[src/rtl/twos_to_signmag.sv]
// Purpose: stream two's-complement words into sign + magnitude, saturating the most-negative code.
// Latency: two register stages; a word offered in cycle N appears on the outputs in cycle N+2.
// Backpressure: valid/ready, 2-word buffering; in_ready is combinational from out_ready.
module twos_to_signmag #(
    parameter int WIDTH = 8,
    parameter int CNT_W = 16
) (
    input  logic             clk,
    input  logic             rst_n,
    input  logic             in_valid,
    output logic             in_ready,
    input  logic [WIDTH-1:0] in_data,
    output logic             out_valid,
    input  logic             out_ready,
    output logic             out_sign,
    output logic [WIDTH-2:0] out_mag,
    output logic             out_sat,
    input  logic             clear_count,
    output logic [CNT_W-1:0] sat_count
);

    localparam logic [WIDTH-2:0] MAG_MAX  = '1;
    localparam logic [WIDTH-2:0] MAG_ONE  = {{(WIDTH-2){1'b0}}, 1'b1};
    localparam logic [CNT_W-1:0] CNT_ONE  = {{(CNT_W-1){1'b0}}, 1'b1};
    localparam logic [CNT_W-1:0] CNT_MAX  = '1;

    // Stage s1: sign bit split from the low bits. The low bits of a negation only
    // depend on the low bits of the operand, so the MSB is never needed again.
    logic             s1_valid;
    logic             s1_sign;
    logic [WIDTH-2:0] s1_low;

    logic             s1_load;
    logic             s2_load;
    logic             out_fire;

    logic             mag_sat;
    logic [WIDTH-2:0] mag_val;

    // s2 takes a word when it is empty or is being drained this cycle; s1 is free
    // when empty or when its word moves on to s2 in the same cycle.
    assign s2_load  = s1_valid & (~out_valid | out_ready);
    assign in_ready = ~s1_valid | s2_load;
    assign s1_load  = in_valid & in_ready;
    assign out_fire = out_valid & out_ready;

    // Magnitude of the word in s1; the most-negative code has no positive twin and clamps.
    always_comb begin
        mag_sat = s1_sign & (s1_low == '0);
        mag_val = s1_low;
        if (mag_sat) begin
            mag_val = MAG_MAX;
        end else if (s1_sign) begin
            mag_val = ~s1_low + MAG_ONE;
        end
    end

    // Stage s1 register: capture on accept, empty when drained without a refill.
    always_ff @(posedge clk or negedge rst_n) begin
        if (!rst_n) begin
            s1_valid <= 1'b0;
            s1_sign  <= 1'b0;
            s1_low   <= '0;
        end else if (s1_load) begin
            s1_valid <= 1'b1;
            s1_sign  <= in_data[WIDTH-1];
            s1_low   <= in_data[WIDTH-2:0];
        end else if (s2_load) begin
            s1_valid <= 1'b0;
        end
    end

    // Stage s2 output registers: hold while stalled, keep last values once drained.
    always_ff @(posedge clk or negedge rst_n) begin
        if (!rst_n) begin
            out_valid <= 1'b0;
            out_sign  <= 1'b0;
            out_mag   <= '0;
            out_sat   <= 1'b0;
        end else if (s2_load) begin
            out_valid <= 1'b1;
            out_sign  <= s1_sign;
            out_mag   <= mag_val;
            out_sat   <= mag_sat;
        end else if (out_fire) begin
            out_valid <= 1'b0;
        end
    end

    // Saturated-word counter: counts delivered saturated words, sticks at full scale,
    // and a clear request overrides a simultaneous increment.
    always_ff @(posedge clk or negedge rst_n) begin
        if (!rst_n) begin
            sat_count <= '0;
        end else if (clear_count) begin
            sat_count <= '0;
        end else if (out_fire && out_sat && (sat_count != CNT_MAX)) begin
            sat_count <= sat_count + CNT_ONE;
        end
    end

endmodule

[config.mk]
export PLATFORM = sky130hd
export DESIGN_NAME = twos_to_signmag
export DESIGN_NICKNAME = d
export VERILOG_FILES = /design/src/rtl/twos_to_signmag.sv
export SDC_FILE = /design/constraint.sdc
export NUM_CORES = 1
export LEC_CHECK = 0
export ABC_AREA = 1
export CAP_MARGIN = 10
export CORE_ASPECT_RATIO = 1.25
export CORE_UTILIZATION = 54
export CTS_CLUSTER_DIAMETER = 100
export DETAILED_ROUTE_END_ITERATION = 12
export PLACE_DENSITY = 0.9
export SKIP_CTS_REPAIR_TIMING = 1
export SYNTH_ARGS = -nofsm -noshare
export SYNTH_HDL_FRONTEND = slang
export SYNTH_SLANG_ARGS = --single-unit
[constraint.sdc]
create_clock -name clk -period 4.94 [get_ports clk]
set_input_delay 0.988 -clock clk [delete_from_list [all_inputs] [get_ports clk]]
set_output_delay 0.988 -clock clk [all_outputs]
set_load 0.1 [all_outputs]
======== Word level (Yosys, flattened, before mapping) ========
Index checks and enable logic that the tools add are counted.
storage, ports and cells
  memories kept ........................... 0
  output and inout bits ................... 27
  ROM bits ................................ 0
  latch bits .............................. 0
  memory bits (writable) .................. 0
  word-level logic and storage cells ...... 34
  register bits after elaboration ......... 35
  bits of input ports ..................... 13
cells by class
  $mul .................................... 0
  $add $sub $neg .......................... 2
  equality and inequality tests ........... 1
  reduce and logical (&&, ||, !) cells .... 6
  bitwise logic cells ..................... 9
  $lt $le $gt $ge ......................... 0
  mux-type cells .......................... 8
  shift operators ......................... 0
  divide/modulo/power cells ............... 0
operator list
  cell                                            number
  2-to-1 mux 16 bit                               2
  adder 16 x 1 -> 16 bit (second input constant)  1
  != test 16 bit (second input constant)          1
  2-to-1 mux 7 bit                                2
  adder 7 x 1 -> 7 bit (second input constant)    1
  logical NOT 7 bit                               1
  inverter 7 bit                                  1
  nonzero test 2 bit                              3
  bitwise AND 1 bit                               4
  2-to-1 mux 1 bit                                4
  logical AND 1 bit                               2
  inverter 1 bit                                  2
  OR 1 bit                                        2

======== Depth between registers and ports, before layout ========
Gate-level depths: netlist of the first run.
  depth after elaboration ................. 6
  depth in mapped cells ................... 10

======== Least setup slack after synthesis of the first run ========
OpenSTA, ideal clock, no wires.
  path type ............................... register -> register
  start point ............................. register out_valid
  end point ............................... register s1_low[5]
  slack ................................... 2.005 ns
  data arrival time ....................... 2.858 ns
  period minus slack after synthesis ...... 2.935 ns
  setup time .............................. 0.078 ns
  path buffers ............................ 1
  cell stages (with the launch flop) ...... 6
  cell sequence ........................... dfrtp_1 nand3_1 nand2_1 clkbuf_1 nor2_1 a21oi_1
on the way
  longest elaborated chain between the ends .. 5
RTL lines
  element                 line  text
  start, declared         13    output logic out_valid,
  start signal, assigned  76    out_valid <= 1'b0;
  start signal, assigned  81    out_valid <= 1'b1;
  start signal, assigned  86    out_valid <= 1'b0;
  inverter 1 bit          42    assign s2_load = s1_valid & (~out_valid | out_ready);
  OR 1 bit                42
  bitwise AND 1 bit       42
  OR 1 bit                43    assign in_ready = ~s1_valid | s2_load;
  net in_ready            11    output logic in_ready,
  bitwise AND 1 bit       44    assign s1_load = in_valid & in_ready;
  end signal, assigned    67    s1_low <= in_data[WIDTH-2:0];
  end, declared           31    logic [WIDTH-2:0] s1_low;
The timed path passes the listed nets, and every way through them passes these cells.
A chain may end at the register's enable or synchronous reset.

======== Worst setup path after layout of the first run ========
  start point ............................. input out_ready
  end point ............................... output in_ready
on the way
  longest elaborated chain between the ends .. 3
RTL lines
  element            line  text
  start, declared    14    input logic out_ready,
  OR 1 bit           42
  bitwise AND 1 bit  42
  OR 1 bit           43
  end, declared      11
Every way passes these cells.

==> run metrics, run 1 <==
design area 2347 µm²; WL per Instance 12.60 µm; post-placement cell area 2262 µm²; die height 67.34 µm; Yosys warning total 0; Multi-input gate area 850.8 µm²; P&R area growth vs syn 27.27%; root buffer selected by CTS clkbuf_8; post-synthesis sequential area ratio 47.49%; WS Path Type in2out; Util after Layout 72.83%; worst-margin pin slew 0.9726 ns; clk_lat worst skew 0.29 ns; critical-path cell list clkdlybuf4s50_1 > inv_1 > nand3_1 > buf_4; Post-Route WL 4.081 mm; CTS buffer count 5; Final Hold Fails 0; Cell variety after synth 19; Pins Over Slew Limit 0; via count 1707; I/O pin cnt 40; clock sink total 35; power density over cell area 406.0 nW/µm²; row cnt 23; final setup TNS 0 ns; skew final 0.007155 ns; Port-buffer cells 39; gp weighted congestion 0.8515; relative slew slack 34.96%; first-pass GRT wire length 6.989 mm; nets 301; Synth Register Bits 35; initial antenna violation count 0; Initial DRT Pass Iterations 4; aggregate global-route resource usage 26.52%; core area 3223 µm²; Via density 5.269; Register Area 875.8 µm²; die width 54.27 µm; H-tree Lvls 2; CTS tree done; RSZ-0062 raised after global routing false; Syn Std Cell Area 1844 µm²; critical path required time 3.95 ns; Arr. time, crit path 1.95 ns; most frequent cells in the layout nand2_1 (73), clkdlybuf4s50_1 (38), nor2_1 (36); total gr overflow 0; commonest non-fill, non-tap cell in the layout nand2_1; Final setup viols 0; initial drt markers 50; post-DP HPWL 2.923 mm; slowest stage delay, CP 0.47 ns; Max FO, Critical Path 3; Slowest cell on crit path clkdlybuf4s50_1; largest net degree at the start of global routing 36; WHS 0.5108 ns; share of cells above drive strength 1 6.620%; Post-Synthesis Net Count 258; Mean Syn Cell Area 7.590 µm²; vias in the first global route 1688; die area 3655 µm²; status complete, no violations; initial core utilization 57.22%; worst ir drop on vdd 0.0003477 V; max cap viols 0; Fillers 261; antenna fix cells 0; Residual DRC 0; Final Cycle Share 59.44%; clk buf depth 2; Hold Crit Class reg2reg; Worst-path clk slew 0.07 ns; Pleak 1.123 nW; crit path launch type input pin; Final Non-Filler Cells 324; fin crit period 2.937 ns; Placed Instances 316; max frequency 0.3405 GHz; antenna violation net count after detailed routing 0; number of standard cells after synthesis 243; CP Capture Type output pin
## worst paths after layout
| path | slack [ns] | cells past startpoint | end | from |
|---|---|---|---|---|
| min in group asynchronous | 1.12 | 2 | out_sign$_DFFE_PN0P_ | rst_n |
| min reg2reg | 0.51 | 2 | out_sign$_DFFE_PN0P_ | out_sign$_DFFE_PN0P_ |
| max reg2reg | 2.90 | 9 | sat_count[12]$_DFFE_PN0P_ | sat_count[0]$_DFFE_PN0P_ |
| max in group asynchronous | 3.51 | 2 | s1_low[4]$_DFFE_PN0P_ | rst_n |
| min | 0.51 | 2 | out_sign$_DFFE_PN0P_ | out_sign$_DFFE_PN0P_ |
| max | 2.00 | 4 | in_ready | out_ready |
## where the power goes
part,switching (mW),internal (mW)
clock network,0.102,0.0984
logic,0.309,0.0907
registers,0.0259,0.327
## flip-flops by register name (all words and copies together), names as in the netlist
name       count
s1_low         7
out_mag        7
s1_valid       1
out_sat        1
out_sign       1
sat_count     16
s1_sign        1
out_valid      1
## Yosys cell counts
cell type,number,share of area (%)
a21oi_1,15,4.1
buf_2,1,0.27
buf_6,1,0.61
clkbuf_1,2,0.41
dfrtp_1,35,47
ha_1,2,1.4
inv_1,25,5.1
mux2_2,2,1.2
nand2_1,73,15
nand3_1,14,3.8
nand3b_1,1,0.41
nand4_1,15,5.1
nor2_1,36,7.3
nor2_2,3,1.0
nor2_4,1,0.61
o21ai_0,5,1.4
o21bai_1,2,0.81
or2_2,4,1.4
xor2_1,6,2.8
## routing by layer
| layer | GRT usage [%] | vias to the layer above | part of all wire (%) |
|---|---|---|---|
| li1 | - | 868 | - |
| met1 | 29.90 | 773 | 42 |
| met2 | 44.51 | 54 | 51 |
| met3 | 6.306 | 12 | 4.3 |
| met4 | 15.06 | 0 | 3.5 |
| met5 | 0 | - | 0 |
## metrics by stage
stage / power [mW] / setup slack, ns
2_1_floorplan: 0.6580 / 2.005
3_3_place_gp: 0.7524 / 2.015
3_5_place_dp: 0.7581 / 2.012
4_1_cts: 0.9628 / 2.005
5_1_grt: 0.9983 / 1.924
6_report: 0.9530 / 2.003
## worst max-delay path, delay by kind of cell
kind / cells / cell delay [ns]
buffers and inverters: 3 / 0.83
AND/OR/NAND/NOR: 1 / 0.12
## cell families after synthesis
| kind of cell | synth area share (%) |
|---|---|
| AO/OA/AOI/OAI | 6.241 |
| XOR/XNOR | 2.849 |
| adder cells (fa/ha/maj) | 1.357 |
| buffers and inverters | 6.377 |
| flip-flops | 47.49 |
| multiplexers | 1.221 |
| AND/OR/NAND/NOR | 34.46 |
## area by class of cell
cell class	instances	share of cell area, %
timing repair buffer	40	16.84
sequential	35	37.31
clock buffer	6	3.092
tap	37	1.972
inverter	25	3.998
clock inverter	2	0.5330
multi-input combinational	179	36.25
Note: power is estimated with default switching activity, not from simulation.
==> run 2: changes to the inputs <==
--- a/config.mk
+++ b/config.mk
@@ -8,10 +8,10 @@
 export ABC_AREA = 1
 export CAP_MARGIN = 10
 export CORE_ASPECT_RATIO = 1.25
-export CORE_UTILIZATION = 54
+export CORE_UTILIZATION = 50
 export CTS_CLUSTER_DIAMETER = 100
 export DETAILED_ROUTE_END_ITERATION = 12
-export PLACE_DENSITY = 0.9
+export PLACE_DENSITY = 0.85
 export SKIP_CTS_REPAIR_TIMING = 1
 export SYNTH_ARGS = -nofsm -noshare
 export SYNTH_HDL_FRONTEND = slang
==> constraint.sdc (replaced) <==
create_clock -name clk -period 2.8 [get_ports clk]
set_input_delay 0.56 -clock clk [delete_from_list [all_inputs] [get_ports clk]]
set_output_delay 0.56 -clock clk [all_outputs]
set_load 0.1 [all_outputs]
==> run 2 against run 1 <==
- utilization down 6.7 points
- sequential share of layout area up 0.36 points
- count of clock-buffer cells in the layout up 2
- combinational power up 73%
- via count up 3.0%
- highest routed layer unchanged
==> run metrics, run 2 (synthesis gave the netlist of run 1 again) <==
status complete, no violations; die area 3937 µm² (+7.7%); Final Non-Filler Cells 327 (+0.93%); critical path required time 2.98 ns (-0.97 ns); Final setup viols 0 (unchanged); Hold Crit Class reg2reg; Cell Int Power 0.9483 mW (+84%); Via density 5.376 (+2.0%); RSZ-0062 raised after global routing false; largest net degree at the start of global routing 36 (unchanged); antenna violation net count after detailed routing 0 (unchanged); vias in the first global route 1699 (+0.65%); I/O pin cnt 40 (unchanged); nets 302 (+0.33%); Arr. time, crit path 2.17 ns (+0.22 ns); Final Cycle Share 71.13%; H-tree Lvls 2 (unchanged); CP Capture Type register; Fillers 305 (+17%); Critical Path Most Common Cell nand2_1; total gr overflow 0 (unchanged); Flop pwr share 36.3% (-0.7 points); Pleak 1.185 nW (+5.5%); via count 1758 (+3.0%); Switching Fraction 44.82% (-1.0 points); fin crit period 1.992 ns; Util after Layout 66.17% (-6.7 points); clock power share 23.4% (+2.3 points); critical-path cell list ha_1 > nand3_1 > inv_1 > nand2_1 > nor2_2 > nor2_2 > nor2_4 > nand2_1 > nand2_1; Most flops, register sat_count; clk_lat worst skew 0.29 ns (about the same); routed wl met2 2.255 mm (+9.4%); WS Path Type reg2reg; max cap viols 0 (unchanged); Logic pwr share 40.3% (-1.6 points); Worst-path clk slew 0.07 ns (about the same); power density over cell area 739.3 nW/µm² (+82%); CP top delay family simple AND/OR/NAND/NOR gates; commonest non-fill, non-tap cell in the layout nand2_1; Pins Over Slew Limit 0 (unchanged); Register Area 875.8 µm² (unchanged); Initial DRT Pass Iterations 4 (unchanged); relative slew slack 59.29% (+24 points); CTS tree done; initial drt markers 85 (+70%); die height 69.90 µm (+3.8%); Max FO, Critical Path 15 (+12); WP buf/inv 1 (-2); gp weighted congestion 0.8240 (-3.2%); skew final 0.003060 ns (-0.004095 ns); Slowest cell on crit path nor2_2; highest routed layer met4; max frequency 0.5021 GHz; aggregate global-route resource usage 23.64% (-2.9 points); setup ws final 0.8083 ns (-1.195 ns); dpl ws 0.5274 ns (-1.484 ns); clock sink total 35 (unchanged); antenna fix cells 0 (unchanged); initial core utilization 52.49% (-4.7 points); worst ir drop on vdd 0.0007153 V (+110%); Multi-input gate area 855.8 µm² (+0.59%); final setup TNS 0 ns (unchanged); core area 3513 µm² (+9.0%); row cnt 24 (+4.3%); WL per Instance 12.87 µm (+2.1%); Tot Pwr 1.719 mW (+80%); clk buf depth 2 (unchanged); share of cells above drive strength 1 16.32% (+9.7 points); Post-Route WL 4.207 mm (+3.1%); Met1 Wirelength 1.677 mm (-1.3%); post-DP HPWL 3.103 mm (+6.2%); slowest stage delay, CP 0.47 ns (about the same); first-pass GRT wire length 7.251 mm (+3.7%); Psw 0.7703 mW (+76%); Regs by FF count sat_count (16), out_mag (7), s1_low (7); crit path launch type register; Placed Instances 319 (+0.95%); root buffer selected by CTS clkbuf_8; Port-buffer cells 39 (unchanged); most frequent cells in the layout nand2_1 (73), nor2_1 (36), dfrtp_1 (35); CTS buffer count 5 (unchanged); Met3 Routed Length 180 µm (+2.3%); Residual DRC 0 (unchanged); Final Hold Fails 0 (unchanged); worst-margin pin slew 0.6100 ns (-0.3626 ns); die width 56.32 µm (+3.8%); initial antenna violation count 0 (unchanged); P&R area growth vs syn 26.05%; max reg flops 16 (unchanged)
==> run 2: cell count changes in the layout (fill, tap and decap cells not counted), sizes merged <==
cell / change
buf: +27
clkdlybuf4s50: -26
clkbuf: +2
clkinv: -1
clkinvlp: -1
==> run 2: through the flow <==
step,hold WS [ns],area (µm²)
CTS,0.5126,2325
floorplan,0.2644,1849
global placement,0.4810,2225
global route,0.5673,2325
finish,0.5252,2325
detailed placement,0.4960,2225
==> run 2: worst paths after layout <==
| kind | from | end | slack, ns | depth (start not counted) |
|---|---|---|---|---|
| worst max-delay path | sat_count[0]$_DFFE_PN0P_ | sat_count[9]$_DFFE_PN0P_ | 0.81 | 9 |
| worst min-delay path | out_sign$_DFFE_PN0P_ | out_sign$_DFFE_PN0P_ | 0.53 | 2 |
| worst max register to register | sat_count[0]$_DFFE_PN0P_ | sat_count[9]$_DFFE_PN0P_ | 0.81 | 9 |
| worst min register to register | out_sign$_DFFE_PN0P_ | out_sign$_DFFE_PN0P_ | 0.53 | 2 |
| max in group asynchronous | rst_n | out_valid$_DFFE_PN0P_ | 1.78 | 2 |
| min in group asynchronous | rst_n | sat_count[0]$_DFFE_PN0P_ | 0.69 | 2 |
==> run 2: worst register-to-register path: stages, from the launching register on <==
cell	delay, ns
dfrtp_1	0.43
ha_1	0.24
nand3_1	0.16
inv_1	0.09
nand2_1	0.10
nor2_2	0.05
nor2_2	0.47
nor2_4	0.18
nand2_1	0.10
nand2_1	0.06
==> run 2: area by class of cell <==
class                           count  share of cell area [%]
Clock buffer                        8                   4.306
Sequential cell                    35                   37.67
Tap cell                           39                   2.099
Timing Repair Buffer               41                   15.07
Multi-Input combinational cell    179                   36.81
Inverter                           25                   4.037
==> run 2: metal layers <==
layer | vias to the layer above | global-route usage [%]
li1 | 862 | -
met1 | 822 | 26.84
met2 | 63 | 42.06
met3 | 11 | 5.000
met4 | 0 | 10.57
met5 | - | 0
==> run 2: power by group through the flow <==
stage          Clock (mW)  Sequential [mW]  Combinational (mW)
2_1_floorplan           0             1.01               0.151
6_report            0.402            0.624               0.692
5_1_grt             0.427            0.634               0.725
3_3_place_gp            0            0.632               0.684
3_5_place_dp            0            0.633               0.693
4_1_cts             0.410            0.624               0.695
==> run 3: changes to the inputs <==
--- a/config.mk
+++ b/config.mk
@@ -8,10 +8,10 @@
 export ABC_AREA = 1
 export CAP_MARGIN = 10
 export CORE_ASPECT_RATIO = 1.25
-export CORE_UTILIZATION = 50
+export CORE_UTILIZATION = 45
 export CTS_CLUSTER_DIAMETER = 100
 export DETAILED_ROUTE_END_ITERATION = 12
-export PLACE_DENSITY = 0.85
+export PLACE_DENSITY = 0.81
 export SKIP_CTS_REPAIR_TIMING = 1
 export SYNTH_ARGS = -nofsm -noshare
 export SYNTH_HDL_FRONTEND = slang
==> constraint.sdc (replaced) <==
create_clock -name clk -period 1.66 [get_ports clk]
set_input_delay 0.332 -clock clk [delete_from_list [all_inputs] [get_ports clk]]
set_output_delay 0.332 -clock clk [all_outputs]
set_load 0.1 [all_outputs]
==> run 3 against run 2 <==
- clock power up 62%
- count of clock-buffer cells in the layout is 1 lower
- largest power group unchanged
- via count increased by 1.7%
- first-iteration DRC count grew 11%
==> run metrics, run 3 (synthesis gave the netlist of run 1 again) <==
dpl ws 0.01505 ns (-0.5124 ns); Pins Over Slew Limit 0 (unchanged); CP Capture Type register; initial core utilization 47.93% (-4.6 points); H-tree Lvls 2 (unchanged); vias in the first global route 1790 (+5.4%); Initial DRT Pass Iterations 4 (unchanged); Hold Crit Class in2async; Slowest cell on crit path dfrtp_4; initial drt markers 94 (+11%); nets 308 (+2.0%); root buffer selected by CTS clkbuf_8; Worst-path clk slew 0.08 ns (about the same); Max FO, Critical Path 5 (-10); die area 4360 µm² (+11%); total gr overflow 0 (unchanged); reg2reg end sat_count[1]$_DFFE_PN0P_; gp weighted congestion 0.8481 (+2.9%); Port-buffer cells 39 (unchanged); row cnt 25 (+4.2%); Most flops, register sat_count; fin crit period 1.582 ns (-0.4099 ns); clk_lat worst skew 0.30 ns (about the same); most frequent cells in the layout nand2_1 (71), nor2_1 (36), buf_12 (30); max frequency 0.6322 GHz (+26%); crit path launch type register; largest net degree at the start of global routing 36 (unchanged); Final Hold Fails 0 (unchanged); WP buf/inv 2 (+1); FF-to-FF setup slack 0.08 ns (-0.73 ns); CTS buffer count 5 (unchanged); power density over cell area 1133 nW/µm² (+53%); Post-Route WL 4.432 mm (+5.3%); aggregate global-route resource usage 22.88% (-0.76 points); via count 1788 (+1.7%); antenna fix cells 0 (unchanged); worst-margin pin slew 0.5284 ns (-0.08156 ns); CTS tree done; die width 59.26 µm (+5.2%); first-pass GRT wire length 7.362 mm (+1.5%); post-placement cell area 2729 µm² (+23%); Critical Path Most Common Cell nor2_4; share of cells above drive strength 1 25.85% (+9.5 points); Pleak 1.284 nW (+8.4%); Final Cycle Share 95.29% (+24 points); antenna violation net count after detailed routing 0 (unchanged); design area 2848 µm² (+22%); Arr. time, crit path 1.77 ns (-0.40 ns); clk buf depth 2 (unchanged); P&R area growth vs syn 54.41%; Residual DRC 0 (unchanged); initial antenna violation count 0 (unchanged); clock sink total 35 (unchanged); core area 3847 µm² (+9.5%); worst ir drop on vdd 0.001071 V (+50%); WL per Instance 12.74 µm (-1.0%); Regs by FF count sat_count (16), out_mag (7), s1_low (7); Flop pwr share 34.8% (-1.5 points); slowest stage delay, CP 0.52 ns (+0.05 ns); post-DP HPWL 3.241 mm (+4.4%); Logic pwr share 45.0% (+4.7 points); max reg flops 16 (unchanged); Via density 5.138 (-4.4%); I/O pin cnt 40 (unchanged); commonest non-fill, non-tap cell in the layout nand2_1; WS Path Type reg2reg; Final setup viols 0 (unchanged); clock power share 20.2% (-3.2 points); critical path required time 1.85 ns (-1.13 ns); Reg2Reg Depth 10 (+1); critical-path cell list ha_4 > nand3_4 > inv_2 > nand2_2 > nor2_4 > nor2_4 > nor2_4 > buf_4 > nand2_1 > nand2_1; Switching Fraction 43.20% (-1.6 points); Util after Layout 74.02% (+7.8 points); WHS 0.4013 ns (-0.1239 ns); status complete, no violations; die height 73.58 µm (+5.3%); max cap viols 0 (unchanged); setup ws final 0.07823 ns (-0.7301 ns); CP top delay family simple AND/OR/NAND/NOR gates; Critical R2R Launch sat_count[1]$_DFFE_PN0P_; Cell Int Power 1.832 mW (+93%); Psw 1.394 mW (+81%); Tot Pwr 3.226 mW (+88%); skew final 0.01606 ns (+0.01300 ns); relative slew slack 64.73% (+5.4 points)
[run 3: changes by cell type in the layout (fill, tap and decap cells not counted), moves of 2 or more]
cell and change:
dfrtp_1 -18, nand2_1 -2, nor2_4 +2, buf_12 +29, nor2_2 -2, dfrtp_2 +6
nand3_4 +2, buf_4 -23, dfrtp_4 +12
[run 3: final cells by class]
cell class / count / area [µm²]
fill: 272 / 999.7
sequential: 35 / 928.4
multi-input combinational: 179 / 908.4
timing repair buffer: 47 / 758.2
inverter: 25 / 93.84
clock buffer: 7 / 86.33
tap: 54 / 67.56
clock inverter: 1 / 5.005
[run 3: power by group through the flow]
stage	registers [mW]	logic [mW]	clock network [mW]
after detailed placement	1.13	1.44	0
after global routing	1.14	1.51	0.686
after global placement	1.13	1.42	0
final	1.12	1.45	0.653
after floorplan	1.72	0.264	0
after CTS	1.12	1.44	0.660
[run 3: worst max-delay path by stage]
stage,cells after the start,slack (ns),endpoint,start
floorplan,10,-0.02,sat_count[12]$_DFFE_PN0P_,sat_count[1]$_DFFE_PN0P_
global placement,8,0.07,sat_count[7]$_DFFE_PN0P_,sat_count[9]$_DFFE_PN0P_
detailed placement,8,0.02,sat_count[15]$_DFFE_PN0P_,sat_count[9]$_DFFE_PN0P_
CTS,8,-0.005,sat_count[15]$_DFFE_PN0P_,sat_count[9]$_DFFE_PN0P_
global route,9,-0.01,sat_count[0]$_DFFE_PN0P_,sat_count[9]$_DFFE_PN0P_
finish,10,0.08,sat_count[1]$_DFFE_PN0P_,sat_count[1]$_DFFE_PN0P_
[run 3: stage by stage]
stage | cells | setup TNS [ns]
2_1_floorplan | 243 | -0.1299
3_3_place_gp | 338 | 0
3_5_place_dp | 338 | 0
4_1_cts | 346 | -0.008589
5_1_grt | 348 | -0.04439
6_report | 348 | 0
[run 3: metal layers]
layer | GRT usage (%) | vias to the layer above | part of all wire [%]
li1 | - | 875 | -
met1 | 23.26 | 853 | 38
met2 | 41.82 | 50 | 55
met3 | 5.282 | 10 | 4.2
met4 | 12.96 | 0 | 2.0
met5 | 0 | - | 0
